[src/rtl/fifo_pkg.sv]
// Shared definitions for the synchronous prefetch FIFO:
// parameter legality, count width and prefetch occupancy encoding.
package fifo_pkg;

    // Prefetch stage occupancy: head only, or head plus skid.
    // The encoding equals the number of words held.
    typedef enum logic [1:0] {
        PF_EMPTY = 2'd0,
        PF_HEAD  = 2'd1,
        PF_FULL  = 2'd2
    } pf_occ_e;

    // Word count needs one bit more than the pointers to represent "full".
    function automatic int cnt_width(input int depth_width);
        return depth_width + 1;
    endfunction

    function automatic bit params_legal(
        input int data_width,
        input int depth_width,
        input int afull_th,
        input int aempty_th
    );
        return (data_width >= 1) && (data_width <= 1152) &&
               (depth_width >= 4) && (depth_width <= 16) &&
               (afull_th >= 0) && (afull_th <= 2**depth_width) &&
               (aempty_th >= 0) && (aempty_th <= 2**depth_width);
    endfunction

endpackage

[src/rtl/sync_fifo_ram.sv]
// Simple dual-port storage with a 1-cycle registered read.
// Ports: clk; wr_en/wr_addr/wr_data write side; rd_en/rd_addr in, rd_data out.
module sync_fifo_ram
    import fifo_pkg::*;
#(
    parameter int DATA_WIDTH = 8,
    parameter int ADDR_WIDTH = 8
) (
    input  logic                  clk,
    input  logic                  wr_en,
    input  logic [ADDR_WIDTH-1:0] wr_addr,
    input  logic [DATA_WIDTH-1:0] wr_data,
    input  logic                  rd_en,
    input  logic [ADDR_WIDTH-1:0] rd_addr,
    output logic [DATA_WIDTH-1:0] rd_data
);

    logic [DATA_WIDTH-1:0] mem [2**ADDR_WIDTH];

    // No reset so the array maps onto block RAM.
    always_ff @(posedge clk) begin
        if (wr_en) begin
            mem[wr_addr] <= wr_data;
        end
        if (rd_en) begin
            rd_data <= mem[rd_addr];
        end
    end

endmodule

[src/rtl/sync_prefetch_fifo.sv]
// First-word-fall-through FIFO: block RAM plus a head/skid prefetch stage.
// Ports: sys_clk, sys_rst_n; wr_en/wr_data/wr_vld; rd_en/rd_vld/rd_data;
// data_cnt, almost_full, almost_empty; clr_err, overflow, underflow.
module sync_prefetch_fifo
    import fifo_pkg::*;
#(
    parameter int DATA_WIDTH  = 8,
    parameter int DEPTH_WIDTH = 8,
    parameter int AFULL_TH    = 2**DEPTH_WIDTH - 4,
    parameter int AEMPTY_TH   = 4
) (
    input  logic                                sys_clk,
    input  logic                                sys_rst_n,
    input  logic                                wr_en,
    input  logic [DATA_WIDTH-1:0]               wr_data,
    output logic                                wr_vld,
    input  logic                                rd_en,
    output logic                                rd_vld,
    output logic [DATA_WIDTH-1:0]               rd_data,
    output logic [cnt_width(DEPTH_WIDTH)-1:0]   data_cnt,
    output logic                                almost_full,
    output logic                                almost_empty,
    input  logic                                clr_err,
    output logic                                overflow,
    output logic                                underflow
);

    localparam int CW = cnt_width(DEPTH_WIDTH);
    localparam logic [CW-1:0] AFULL_C  = CW'(AFULL_TH);
    localparam logic [CW-1:0] AEMPTY_C = CW'(AEMPTY_TH);

    if (!params_legal(DATA_WIDTH, DEPTH_WIDTH, AFULL_TH, AEMPTY_TH)) begin : g_bad_params
        $error("sync_prefetch_fifo: illegal parameter set");
    end

    logic [DEPTH_WIDTH-1:0] wr_ptr;
    logic [DEPTH_WIDTH-1:0] rd_ptr;
    logic                   infl;
    logic [DATA_WIDTH-1:0]  ram_q;
    logic [DATA_WIDTH-1:0]  head;
    logic [DATA_WIDTH-1:0]  skid;
    pf_occ_e                pf_occ;
    pf_occ_e                pf_nxt;
    logic [1:0]             pf_num;
    logic [1:0]             pipe_cnt;
    logic [CW-1:0]          ram_pend;
    logic [CW-1:0]          cnt_nxt;
    logic                   wr_acc;
    logic                   rd_acc;
    logic                   ram_rd;
    logic                   head_ld_ram;
    logic                   head_ld_skid;
    logic                   skid_ld;

    // Count never exceeds 2^DEPTH_WIDTH, so the MSB alone marks "full".
    assign wr_vld  = ~data_cnt[CW-1];
    assign rd_vld  = (pf_occ != PF_EMPTY);
    assign rd_data = head;

    assign wr_acc = wr_en & wr_vld;
    assign rd_acc = rd_en & rd_vld;

    // Words still sitting in RAM = total - prefetched - read in flight.
    assign pf_num   = pf_occ;
    assign pipe_cnt = pf_num + {1'b0, infl};
    assign ram_pend = data_cnt - CW'(pipe_cnt);

    // Refill when a slot is free now or is being freed by this pop;
    // the pop term is what sustains one word per cycle.
    assign ram_rd = (ram_pend != '0) &&
                    ((pipe_cnt < 2'd2) || rd_acc);

    assign cnt_nxt = data_cnt + CW'(wr_acc) - CW'(rd_acc);

    sync_fifo_ram #(
        .DATA_WIDTH (DATA_WIDTH),
        .ADDR_WIDTH (DEPTH_WIDTH)
    ) u_ram (
        .clk     (sys_clk),
        .wr_en   (wr_acc),
        .wr_addr (wr_ptr),
        .wr_data (wr_data),
        .rd_en   (ram_rd),
        .rd_addr (rd_ptr),
        .rd_data (ram_q)
    );

    always_ff @(posedge sys_clk or negedge sys_rst_n) begin
        if (!sys_rst_n) begin
            pf_occ <= PF_EMPTY;
        end else begin
            pf_occ <= pf_nxt;
        end
    end

    always_comb begin
        pf_nxt = pf_occ;
        unique case (pf_occ)
            PF_EMPTY: begin
                if (infl) pf_nxt = PF_HEAD;
            end
            PF_HEAD: begin
                if (infl && !rd_acc)      pf_nxt = PF_FULL;
                else if (!infl && rd_acc) pf_nxt = PF_EMPTY;
            end
            PF_FULL: begin
                if (!infl && rd_acc) pf_nxt = PF_HEAD;
            end
            default: pf_nxt = PF_EMPTY;
        endcase
    end

    always_comb begin
        head_ld_ram  = 1'b0;
        head_ld_skid = 1'b0;
        skid_ld      = 1'b0;
        unique case (pf_occ)
            PF_EMPTY: begin
                head_ld_ram = infl;
            end
            PF_HEAD: begin
                head_ld_ram = infl & rd_acc;
                skid_ld     = infl & ~rd_acc;
            end
            PF_FULL: begin
                head_ld_skid = rd_acc;
                skid_ld      = infl & rd_acc;
            end
            default: ;
        endcase
    end

    always_ff @(posedge sys_clk or negedge sys_rst_n) begin
        if (!sys_rst_n) begin
            head <= '0;
            skid <= '0;
        end else begin
            if (head_ld_ram)       head <= ram_q;
            else if (head_ld_skid) head <= skid;
            if (skid_ld)           skid <= ram_q;
        end
    end

    always_ff @(posedge sys_clk or negedge sys_rst_n) begin
        if (!sys_rst_n) begin
            wr_ptr       <= '0;
            rd_ptr       <= '0;
            infl         <= 1'b0;
            data_cnt     <= '0;
            almost_full  <= 1'b0;
            almost_empty <= 1'b1;
            overflow     <= 1'b0;
            underflow    <= 1'b0;
        end else begin
            if (wr_acc) wr_ptr <= wr_ptr + DEPTH_WIDTH'(1);
            if (ram_rd) rd_ptr <= rd_ptr + DEPTH_WIDTH'(1);
            infl         <= ram_rd;
            data_cnt     <= cnt_nxt;
            almost_full  <= (cnt_nxt >= AFULL_C);
            almost_empty <= (cnt_nxt <= AEMPTY_C);
            // A new error in the clearing cycle keeps the flag set.
            overflow  <= (wr_en & ~wr_vld) | (overflow & ~clr_err);
            underflow <= (rd_en & ~rd_vld) | (underflow & ~clr_err);
        end
    end

endmodule

[config.mk]
export PLATFORM = sky130hd
export DESIGN_NAME = sync_prefetch_fifo
export DESIGN_NICKNAME = d
export VERILOG_FILES = /design/src/rtl/fifo_pkg.sv /design/src/rtl/sync_fifo_ram.sv /design/src/rtl/sync_prefetch_fifo.sv
export SDC_FILE = /design/constraint.sdc
export NUM_CORES = 2
export LEC_CHECK = 0
export ABC_AREA = 1
export CAP_MARGIN = 20
export CORE_MARGIN = 1.5
export CORE_UTILIZATION = 40
export CTS_CLUSTER_SIZE = 20
export DETAILED_ROUTE_END_ITERATION = 7
export GPL_TIMING_DRIVEN = 1
export SYNTH_ARGS = -nofsm -noshare
export SYNTH_HDL_FRONTEND = slang
export SYNTH_SLANG_ARGS = --single-unit
[constraint.sdc]
create_clock -name sys_clk -period 2.8 [get_ports sys_clk]
set_input_delay 0.42 -clock sys_clk [delete_from_list [all_inputs] [get_ports sys_clk]]
set_output_delay 0.42 -clock sys_clk [all_outputs]
set_load 0.02 [all_outputs]
Yosys cells after proc, flatten, opt, wreduce, memory -nomap -nowiden

Memory sizes are Yosys's and may differ from the RTL's. A register that Yosys moved wholly into a read port is not among the register bits.
Cells that the tools add are included.

Flip-flop bits (word level): 48
RAM bits: 2048
Input port bits: 13
Output and inout port bits: 23
Memories kept: 1

Memories:

| name      | depth | bits a word | rd ports | clocked after Yosys merged registers in | wr ports | RTL line            | text |
|---|---|---|---|---|---|---|---|
| u_ram.mem | 256   | 8           | 1        | 1                                       | 1        | sync_fifo_ram.sv:18 | `logic [DATA_WIDTH-1:0] mem [2**ADDR_WIDTH];` |

Add/sub/neg operators: 6
Magnitude comparators: 3
Equality and inequality tests: 5
Muxes and demuxes: 12
Bitwise operators: 14
Reduce and logical (&&, ||, !) cells: 11

Operator list:

| cell                | number |
|---|---|
| $add 8x1->8 const B | 2 |
| $mux 8              | 2 |
| $add 9x1->9         | 1 |
| $ge 9x8->1 const B  | 1 |
| $le 9x3->1 const B  | 1 |
| $reduce_bool 9->1   | 1 |
| $sub 9x1->9         | 1 |
| $sub 9x2->9         | 1 |
| $and 1x1->1         | 8 |
| $mux 2              | 4 |
| $pmux 2 s3          | 1 |
| $ne 2x2->1 const B  | 2 |
| $not 1->1           | 4 |
| $pmux 1 s2          | 2 |
| $reduce_bool 2->1   | 2 |
| $logic_and 1x1->1   | 3 |
| $mux 1              | 3 |
| $ne 3x3->1 const B  | 1 |
| $reduce_and 3->1    | 1 |
| $add 2x1->2         | 1 |
| $eq 2x1->1 const B  | 1 |
| $eq 2x2->1 const B  | 1 |
| $logic_not 1->1     | 2 |
| $logic_not 2->1     | 1 |
| 3 further kinds     | 4 |

Longest topological paths before layout

Depth in word-level cells: 6
Mapped depth: 19
Depth with buffers taken out: 19

By module

From an unflattened synthesis, not the netlist that was laid out.

Cells, all modules: 7348
Area, all modules: 86380.3 sq um

Modules (own cells, without submodules):

| module             | instances | cells an instance | area an instance (sq um) |
|---|---|---|---|
| sync_fifo_ram      | 1         | 7003              | 83476.3 |
| sync_prefetch_fifo | 1         | 345               | 2904.0 |

Worst setup path before layout

OpenSTA, ideal clock, no wires.

Kind: flip-flop to flip-flop
Start: register pf_occ[0] (netlist: pf_num[0])
End: register almost_empty
Library setup time: 0.067 ns
Data arrival time: 2.745 ns
Slack: -0.013 ns
Stages on the path, launching flop included: 17
Path buffers: 0
Cell sequence: dfrtp_1 -> inv_1 -> ha_1 -> nor2_1 -> inv_1 -> nor2_1 -> inv_1 -> nand2_1 -> ha_1 -> inv_1 -> fa_1 -> o21ai_0 -> xor2_1 -> nand3_1 -> nor3_1 -> nand2_1 -> nor2_1

Longest elaborated chain between the ends: 4

RTL lines:

| element                  | RTL line                  | text |
|---|---|---|
| start: declaration       | sync_prefetch_fifo.sv:42  | `pf_occ_e pf_occ;` |
| start signal: assignment | sync_prefetch_fifo.sv:92  | `pf_occ <= pf_nxt;` |
| $reduce_bool 2->1        | sync_prefetch_fifo.sv:57  | `assign rd_vld = (pf_occ != PF_EMPTY);` |
| $and 1x1->1              | sync_prefetch_fifo.sv:61  | `assign rd_acc = rd_en & rd_vld;` |
| $sub 9x1->9              | sync_prefetch_fifo.sv:73  | `assign cnt_nxt = data_cnt + CW'(wr_acc) - CW'(rd_acc);` |
| $le 9x3->1               | sync_prefetch_fifo.sv:160 | `almost_empty <= (cnt_nxt <= AEMPTY_C);` |
| end signal: assignment   | sync_prefetch_fifo.sv:160 |  |
| end: declaration         | sync_prefetch_fifo.sv:22  | `output logic almost_empty,` |

Every way passes these cells.
A chain may end at the register's enable or synchronous reset.

==> impl_metrics.tcl <==
set metrics [dict create \
    cp_max_fo 35 \
    hold_class "input pin to register" \
    die_w_um 475.4 \
    core_um2 222100 \
    critPathArrivalTime_ps 3540 \
    crit_buf_inv 3 \
    drc_errors 1 \
    cp-start-kind "register" \
    ioPinCount 36 \
    synth.area.top_cells "edfxtp_1 69%, nand2_1 8.8%, nor2_1 5.3%" \
    final_nets 8695 \
    io_buffers 35 \
    areaGrowthSynthToFinish_pct 16.49 \
    cp-end-kind "register" \
    tightest_slew_ps 769.1 \
    h-tree-depth 4 \
    stdcell_area_um2 104000 \
    postRouteAntennaNets 0 \
    dp.cells 11400 \
    cts_max_path_buffers 3 \
    cts_root_buffer "clkbuf_16" \
    p_leak_nw 40.00 \
    status "finished, violations left" \
    netlist.area_leader.share_pct 69.16 \
    p_per_area_nw_per_um2 970.4 \
    cts_made_buffers 209 \
    clk_latency_ps 880 \
    overflow 0 \
    fin_tns_setup_ps -5.672 \
    critPathMaxStageDelay_ps 570 \
    die_y_um 475.4 \
    synth_area_um2 89270 \
    fin_cells 11800 \
    period_minus_slack_ps 2806 \
    drt_iter0_markers 7238 \
    power_mw 100.9 \
    irDropWorstVdd_v 0.0007106 \
    routed_wl_um 252300 \
    grtUsageTotal_pct 22.04 \
    synth_largest_area_cell "edfxtp_1" \
    clk_pin_slew_ps 60 \
    slew_headroom_pct 48.60 \
    globalplace.congestion 0.9328 \
    vias 61150 \
    dpl.hpwl_um 152800 \
    report.final.hold_viol_count 0 \
    antenna_found_initial 11 \
    drtPass1Iterations 8 \
    worst_slack_ps -5.672 \
    synth_cell_types 37 \
    cp_slowest_cell "dfrtp_4" \
    grt_pass1_wl_um 373300 \
    violations "design-rule violations, negative setup slack" \
    grt_max_degree 76 \
    synth_nets 8297 \
    grt_pass1_vias 58510 \
    required_ps 3540 \
    synth_area_per_cell_um2 10.81 \
    path_class "register to register" \
    slew_viol_final 0 \
    yosysSeqAreaShare_pct 70.51 \
    drive_gt1_share_pct 10.68 \
    tritoncts "yes" \
    yosys_warnings 0 \
    fin_worst_skew_ps 67.44 \
    rows 173 \
    syn_inst 8257 \
    cpLargestDelayFamily "simple AND/OR/NAND/NOR gates" \
    yosys_register_bits 2104 \
    start_util_pct 40.20 \
    wl_per_cell_um 21.38 \
    fin_crit_sh_pct 100.2 \
    max_freq_mhz 356.4 \
    path_cells "buf_16, buf_12, buf_4, nor2_1, nor2_1, o21ai_0, a21oi_1, nor2_1, nand2_1, nand3_1, nand2_1, nand3_1, nand2_1" \
    ff2ff_setup_slack_ps -6 \
    via_per_inst 5.181 \
    clock-sinks 2104 \
    placed_area_um2 96890 \
    die_area_um2 226000 \
    cap_violations 0 \
    setup_viol 1 \
    rsz0062_at_grt "true" \
]
-- stage by stage --
step | hold WS [ps] | util [%] | setup WS, ps
global placement | 467.7 | 43.63 | -558.4
CTS | 17.70 | 46.66 | -6.797
floorplan | 124.4 | - | 69.81
detailed placement | 483.1 | 43.63 | -415.1
global route | 25.69 | 46.83 | -114.1
finish | 47.81 | 46.83 | -5.672
-- area by class of cell --
type,instances,area [um2]
sequential,2104,62950
clock buffer,257,5450
timing repair buffer,651,6550
clock inverter,125,1181
multi-input combinational,4946,21300
inverter,742,2829
timing repair inverter,1,8.758
antenna,1,2.502
tap,2975,3722
fill,20120,118100
-- synth_stat cells --
cell type,count
a21oi_1,115
a31oi_1,2
and3_1,1
buf_1,68
buf_2,157
buf_4,54
buf_6,32
clkbuf_1,154
clkinv_1,5
dfrtp_1,47
dfstp_2,1
edfxtp_1,2056
fa_1,1
ha_1,26
inv_1,733
inv_2,3
inv_4,1
nand2_1,2103
nand3_1,713
nand3b_1,1
nand4_1,1
nor2_1,1264
nor2_2,1
nor2_4,1
nor3_1,8
nor4_1,2
o211ai_1,118
o21ai_0,488
o21ai_1,71
o22ai_1,2
o311ai_0,1
o31a_1,1
or2_0,3
or2_1,2
or2_2,1
xnor2_1,2
xor2_1,18
-- state kept, by name, summed over array words and instances, names as in the netlist, 2 cells and up --
register and cells:
data_cnt 9, pf_num 2, rd_data 8, rd_ptr 8
skid 8, u_ram.mem 2048, u_ram.rd_data 8, wr_ptr 8
-- cells by family (layout without fill, tap and decap cells) --
group,after synthesis,in the layout,synth area share [%]
AO/OA/AOI/OAI,798,798,4.819
XOR/XNOR,20,20,0.1962
adder cells (fa/ha/maj),27,27,0.3868
buffers and inverters,1207,1776,5.794
flip-flops,2104,2104,70.51
other,0,1,0
AND/OR/NAND/NOR,4101,4101,18.30
-- layer usage --
| layer | routed length [um] | GRT usage, % | part of all wire, % | vias up |
|---|---|---|---|---|
| li1 | - | - | - | 28420 |
| met1 | 107500 | 30.81 | 43 | 29940 |
| met2 | 117400 | 35.26 | 47 | 2399 |
| met3 | 19550 | 3.208 | 7.7 | 383 |
| met4 | 7860 | 7.444 | 3.1 | 4 |
| met5 | 35 | 0 | 0.014 | - |
-- what timing repair did --
action,CTS,global route
gates cloned,1,4
gates resized for setup,5,52
setup endpoints to repair,5,27
endpoints found under the hold margin,152,0
pin swaps,1,12
hold buffers,7,0
setup buffers,1,9
-- cell usage in the layout (no fill, tap or decap), drive strengths merged, types with 47 or more instances in the layout --
cell type	count
o211ai	118
clkbuf	260
dfrtp	47
nand3	713
clkinv	102
o21ai	559
nand2	2103
a21oi	115
buf	615
inv	748
edfxtp	2056
nor2	1266
-- final timing paths --
path,startpoint,to,depth (start not counted)
hold reg to reg,skid[2]$_DFFE_PN0P_,skid[2]$_DFFE_PN0P_,2
max in group asynchronous,sys_rst_n,wr_ptr[2]$_DFFE_PN0P_,3
min in group asynchronous,sys_rst_n,skid[6]$_DFFE_PN0P_,2
setup reg to reg,rd_ptr[0]$_DFFE_PN0P_,u_ram.rd_data[1]$_DFFE_PP_,13
hold / removal,wr_data[4],u_ram.mem[202][4]$_DFFE_PP_,1
setup / recovery,rd_ptr[0]$_DFFE_PN0P_,u_ram.rd_data[1]$_DFFE_PP_,13
-- report_power, final --
group | leakage, nW | internal [mW] | switching, mW | total [mW]
combinational | 17.7 | 11.9 | 25.8 | 37.7
clock | 3.23 | 15.2 | 12.2 | 27.3
sequential | 19.1 | 35.2 | 0.619 | 35.9
(Power assumes the default switching activity.)
